## config.mk

```make
export PLATFORM = sky130hd
export DESIGN_NAME = ps2_host_transmitter
export DESIGN_NICKNAME = d
export VERILOG_FILES = /design/src/rtl/ps2_host_transmitter.sv
export SDC_FILE = /design/constraint.sdc
export NUM_CORES = 1
export LEC_CHECK = 0
export ABC_AREA = 1
export CORE_AREA = 2 2 96 70
export DETAILED_ROUTE_END_ITERATION = 12
export DIE_AREA = 0 0 98 72
export GPL_TIMING_DRIVEN = 0
export PLACE_DENSITY = 0.77
export SLEW_MARGIN = 20
export SYNTH_ARGS = -nofsm -noshare
export SYNTH_HDL_FRONTEND = slang
export SYNTH_SLANG_ARGS = --single-unit
```

## constraint.sdc

```tcl
create_clock -name clock -period 2 [get_ports clock]
set_input_delay 0.4 -clock clock [delete_from_list [all_inputs] [get_ports clock]]
set_output_delay 0.4 -clock clock [all_outputs]
set_load 0.01 [all_outputs]
```

## src/rtl/ps2_host_transmitter.sv

```systemverilog
// Host-to-device PS/2 transmitter: inhibit, request-to-send, 8 data bits, odd parity,
// stop and device ack, with a per-edge watchdog and one-cycle done/error pulses.
module ps2_host_transmitter #(
  parameter int INHIBIT_CYCLES = 5000,
  parameter int TIMEOUT_CYCLES = 1000000,
  parameter int SYNC_STAGES    = 2
) (
  input  logic       clock,
  input  logic       reset,
  input  logic [7:0] tx_data,
  input  logic       tx_valid,
  output logic       tx_ready,
  output logic       busy,
  output logic       tx_done,
  output logic       tx_error,
  input  logic       PS2_Clock_in,
  input  logic       PS2_Data_in,
  output logic       PS2_Clock_drive_low,
  output logic       PS2_Data_drive_low
);

  localparam int IW = (INHIBIT_CYCLES > 1) ? $clog2(INHIBIT_CYCLES + 1) : 1;
  localparam int TW = (TIMEOUT_CYCLES > 1) ? $clog2(TIMEOUT_CYCLES + 1) : 1;

  typedef enum logic [2:0] {
    S_IDLE,
    S_INHIBIT,
    S_RTS,
    S_DATA,
    S_ACK,
    S_WAIT_IDLE
  } state_t;

  state_t                 state_q, state_d;
  logic [SYNC_STAGES-1:0] clk_sync_q, clk_sync_d;
  logic [SYNC_STAGES-1:0] dat_sync_q, dat_sync_d;
  logic                   prev_clk_q, prev_clk_d;
  logic [IW-1:0]          inh_cnt_q, inh_cnt_d;
  logic [TW-1:0]          tmo_cnt_q, tmo_cnt_d;
  logic [3:0]             bit_cnt_q, bit_cnt_d;
  logic [8:0]             shift_q, shift_d;
  logic                   clk_drv_q, clk_drv_d;
  logic                   dat_drv_q, dat_drv_d;
  logic                   done_q, done_d;
  logic                   err_q, err_d;

  logic sync_clk, sync_dat, fall, watched;

  assign sync_clk = clk_sync_q[SYNC_STAGES-1];
  assign sync_dat = dat_sync_q[SYNC_STAGES-1];
  assign fall     = prev_clk_q & ~sync_clk;
  assign watched  = (state_q == S_RTS) || (state_q == S_DATA) || (state_q == S_ACK);

  assign tx_ready            = (state_q == S_IDLE);
  assign busy                = (state_q != S_IDLE);
  assign tx_done             = done_q;
  assign tx_error            = err_q;
  assign PS2_Clock_drive_low = clk_drv_q;
  assign PS2_Data_drive_low  = dat_drv_q;

  always_comb begin
    clk_sync_d = {clk_sync_q[SYNC_STAGES-2:0], PS2_Clock_in};
    dat_sync_d = {dat_sync_q[SYNC_STAGES-2:0], PS2_Data_in};
    prev_clk_d = sync_clk;
  end

  always_comb begin
    state_d   = state_q;
    inh_cnt_d = inh_cnt_q;
    tmo_cnt_d = tmo_cnt_q;
    bit_cnt_d = bit_cnt_q;
    shift_d   = shift_q;
    clk_drv_d = clk_drv_q;
    dat_drv_d = dat_drv_q;
    done_d    = 1'b0;
    err_d     = 1'b0;

    unique case (state_q)
      S_IDLE: begin
        clk_drv_d = 1'b0;
        dat_drv_d = 1'b0;
        if (tx_valid) begin
          // Parity rides in bit 8 so it shifts out right after the data.
          shift_d   = {~^tx_data, tx_data};
          inh_cnt_d = '0;
          tmo_cnt_d = '0;
          bit_cnt_d = '0;
          clk_drv_d = 1'b1;
          dat_drv_d = (INHIBIT_CYCLES == 1);
          state_d   = S_INHIBIT;
        end
      end
      S_INHIBIT: begin
        inh_cnt_d = inh_cnt_q + 1'b1;
        if (inh_cnt_q == IW'(INHIBIT_CYCLES - 1)) begin
          clk_drv_d = 1'b0;
          dat_drv_d = 1'b1;
          tmo_cnt_d = '0;
          state_d   = S_RTS;
        end else if (inh_cnt_q == IW'(INHIBIT_CYCLES - 2)) begin
          dat_drv_d = 1'b1;
        end
      end
      S_RTS: begin
        if (fall) begin
          bit_cnt_d = 4'd1;
          dat_drv_d = ~shift_q[0];
          shift_d   = {1'b1, shift_q[8:1]};
          state_d   = S_DATA;
        end
      end
      S_DATA: begin
        if (fall) begin
          bit_cnt_d = bit_cnt_q + 4'd1;
          if (bit_cnt_q == 4'd9) begin
            // Tenth fall: release the line so the stop bit reads as 1.
            dat_drv_d = 1'b0;
            state_d   = S_ACK;
          end else begin
            dat_drv_d = ~shift_q[0];
            shift_d   = {1'b1, shift_q[8:1]};
          end
        end
      end
      S_ACK: begin
        if (fall) begin
          bit_cnt_d = 4'd11;
          dat_drv_d = 1'b0;
          done_d    = ~sync_dat;
          err_d     = sync_dat;
          state_d   = S_WAIT_IDLE;
        end
      end
      S_WAIT_IDLE: begin
        clk_drv_d = 1'b0;
        dat_drv_d = 1'b0;
        if (sync_clk && sync_dat) state_d = S_IDLE;
      end
      default: begin
        clk_drv_d = 1'b0;
        dat_drv_d = 1'b0;
        state_d   = S_IDLE;
      end
    endcase

    // Watchdog on the device clock; a fall always wins over expiry.
    if (watched) begin
      if (fall) begin
        tmo_cnt_d = '0;
      end else if (tmo_cnt_q == TW'(TIMEOUT_CYCLES - 1)) begin
        tmo_cnt_d = '0;
        bit_cnt_d = '0;
        clk_drv_d = 1'b0;
        dat_drv_d = 1'b0;
        err_d     = 1'b1;
        state_d   = S_IDLE;
      end else begin
        tmo_cnt_d = tmo_cnt_q + 1'b1;
      end
    end
  end

  always_ff @(posedge clock or posedge reset) begin
    if (reset) begin
      state_q    <= S_IDLE;
      clk_sync_q <= '1;
      dat_sync_q <= '1;
      prev_clk_q <= 1'b1;
      inh_cnt_q  <= '0;
      tmo_cnt_q  <= '0;
      bit_cnt_q  <= '0;
      shift_q    <= '0;
      clk_drv_q  <= 1'b0;
      dat_drv_q  <= 1'b0;
      done_q     <= 1'b0;
      err_q      <= 1'b0;
    end else begin
      state_q    <= state_d;
      clk_sync_q <= clk_sync_d;
      dat_sync_q <= dat_sync_d;
      prev_clk_q <= prev_clk_d;
      inh_cnt_q  <= inh_cnt_d;
      tmo_cnt_q  <= tmo_cnt_d;
      bit_cnt_q  <= bit_cnt_d;
      shift_q    <= shift_d;
      clk_drv_q  <= clk_drv_d;
      dat_drv_q  <= dat_drv_d;
      done_q     <= done_d;
      err_q      <= err_d;
    end
  end

endmodule
```

==> run summary <==
leakage: 2.10 nW
Levels on crit path: 5
critical path, cell by cell: nor2_4, inv_2, nor2_4, inv_1, dlygate4sd2_1
Max stage delay on crit path: 0.43 ns
flop2flop setup slack: 0.19 ns
total negative slack: 0 ns
final WL: 8.06 mm
Crit. End Element: primary output
io pins: 19
site row count: 24
Setup crit end: busy
Fin. Hold Viols: 0
clk_lat worst skew: 0.34 ns
R2R Path Start: tmo_cnt_q[0]
Seq/Total Area, Yosys: 0.408
register clock-pin slew on the reported worst setup and hold paths: 0.07 ns
deepest level of the CTS H-tree: 3
CP most frequent cell: nor2_4
top_reg_cell synth: dfrtp_1
largest net degree at the start of global routing: 55
syn_area_per_cell: 7.51 µm²
initial antenna violation count: 0
final setup margin: 0.162 ns
most common cell after layout, fill and taps aside: nand2_1
library cells used by synthesis: 45
Yosys reg bits: 58
yosys warns: 0
Reg area: 1460 µm²
cells after synthesis: 476
commonest non-fill, non-tap cells in the layout: nand2_1 (116), nor2_1 (64), inv_1 (60), dfrtp_1 (52), nand3_1 (44)
Post-CTS Hold Buffers: 0
Area growth, synth to finish: 15.8%
crit path DAT: 1.44 ns
Pwr Total: 2.40 mW
CP max FO: 4
Initial Utilization: 0.586
max-slew violations: 0
Post-Place Worst Slack: 0.0902 ns
R2R cell count: 10
first-pass iteration count of the detailed router: 4
WS Path Type: flop to primary output
number of clock sinks: 58
Tmin final: 1.84 ns
cell area after synthesis: 3570 µm²
Die W: 98 µm
Pwr per Cell Area: 580 nW/µm²
detailed-route vias per instance: 5.43
Worst Setup Start Kind: flop
unrepaired setup endpoints after global routing: no
Critical Path Start: state_q[0]
drc violations: 0
hpwl dp: 5.80 mm
nets: 531
Worst-Margin Slew: 0.342 ns
Congestion Overflow GR: 0
Tightest Hold Check Type: input port to asynchronous set/reset pin
slowest CP cell: dfrtp_2
multi-input logic area: 1790 µm²
port bufs: 18
First DRT Iteration DRCs: 383
CTS tree: built
Mapped Nets: 495
Crit path max-delay family: flip-flops
GRT Util Overall: 0.245
clk root buf: clkbuf_8
Die Height: 72 µm
Ant. Diodes: 0
Rel. slew slack: 0.771
share of cells above drive strength 1: 0.139
Antenna Nets Post-Route: 0
vias: 3231
Longest Clk Path Bufs: 2
number of global-route vias before repair: 2805
drt wl/cell: 13.5 µm
fmax: 544 MHz
CTS Buf Count: 9
Async SR Flop Fraction: 1.00
fillcell total: 520
Max IR drop VDD: 0.436 mV
WP data required: 1.60 ns
Die ar.: 7060 µm²
Post-synth EDFFs: 0
Final Wtd Congestion: 0.905
final clock skew: 0.00598 ns
outcome: completed
Tcrit/Tclk final: 0.919
max-cap violations: 0
CP bufs+invs: 3
first-pass GRT wire length: 13.7 mm
worst flop-to-flop path endpoint: tmo_cnt_q[16]
Core Box Area: 6100 µm²
# setup viols final: 0
routing by layer:
metal	wire length, µm	track usage
met5	0	0
met4	72	0.0648
met3	630	0.0684
met2	3280	0.334
met1	4080	0.382
stage by stage:
stage,cells,utilization,hold slack [ns],area (µm²)
2_1_floorplan,476,-,0.345,3570
3_3_place_gp,572,0.632,0.347,3850
3_5_place_dp,573,0.637,0.348,3880
4_1_cts,591,0.673,0.263,4110
5_1_grt,595,0.679,0.281,4140
6_report,595,0.679,0.275,4140
sequential cells by signal, indices dropped and copies added (netlist names), 2 cells and up:
signal      flops
tmo_cnt_q      20
dat_sync_q      2
inh_cnt_q      13
bit_cnt_q       4
state_q         3
shift_q         9
clk_sync_q      2
final cells by class:
type                    count  share of cell area
plain buffers               6              0.0169
flip-flops and latches     58               0.352
repair buffers             25              0.0604
clock inverters             6              0.0160
inverters                  68              0.0641
multi-input cells         344               0.433
clock buffers              10              0.0332
well taps                  78              0.0236
power by group:
part           internal, mW  total, mW  switching [mW]
clock                 0.608       1.11           0.506
sequential             1.18       1.19         0.00324
combinational        0.0460      0.102          0.0562
Yosys cell counts, types with 2 or more instances:
cell type,n,area share
inv_2,5,0.0053
nand4_1,11,0.019
nand2_2,5,0.0088
xor2_1,3,0.0074
xnor2_1,6,0.015
o21ai_0,20,0.028
buf_6,2,0.0063
nor3_2,2,0.0056
nand2_1,116,0.12
nand3_1,45,0.063
nor2_1,64,0.067
a31oi_1,9,0.016
nor2_4,3,0.0094
o21ai_1,5,0.0070
dfstp_2,5,0.037
nor3_1,5,0.0070
inv_1,61,0.064
o22ai_1,3,0.0053
nand2_4,4,0.013
a21oi_1,14,0.020
ha_1,6,0.021
nor2_2,4,0.0070
nand3_2,4,0.011
dfrtp_1,53,0.37
repair_timing:
item                                    CTS  global route
endpoints found under the hold margin     0             0
setup buffers                             2             4
gates resized for setup                   4             1
endpoints found under the setup margin    2            10
pin swaps                                 1             1
kinds of logic (layout without fill, tap and decap cells):
kind of cell / after synthesis / count (layout) / share of synthesized area
compound gates: 58 / 58 / 0.0931
buf+inv: 74 / 115 / 0.0931
mux: 1 / 1 / 0.00280
fa+ha+maj: 6 / 6 / 0.0210
simple gates: 270 / 270 / 0.360
xor+xnor: 9 / 9 / 0.0221
flops: 58 / 58 / 0.408
how the worst min path moves through the flow:
stage                  start            end  slack, ns  depth (start not counted)
3_3_place_gp   clk_sync_q[0]  clk_sync_q[1]       0.35                          0
2_1_floorplan  clk_sync_q[0]  clk_sync_q[1]       0.35                          0
4_1_cts                reset   tmo_cnt_q[1]       0.26                          2
6_report               reset   tmo_cnt_q[1]       0.27                          2
3_5_place_dp   clk_sync_q[0]  clk_sync_q[1]       0.35                          0
5_1_grt                reset   tmo_cnt_q[1]       0.28                          2
Note: power is estimated with default switching activity, not from simulation.
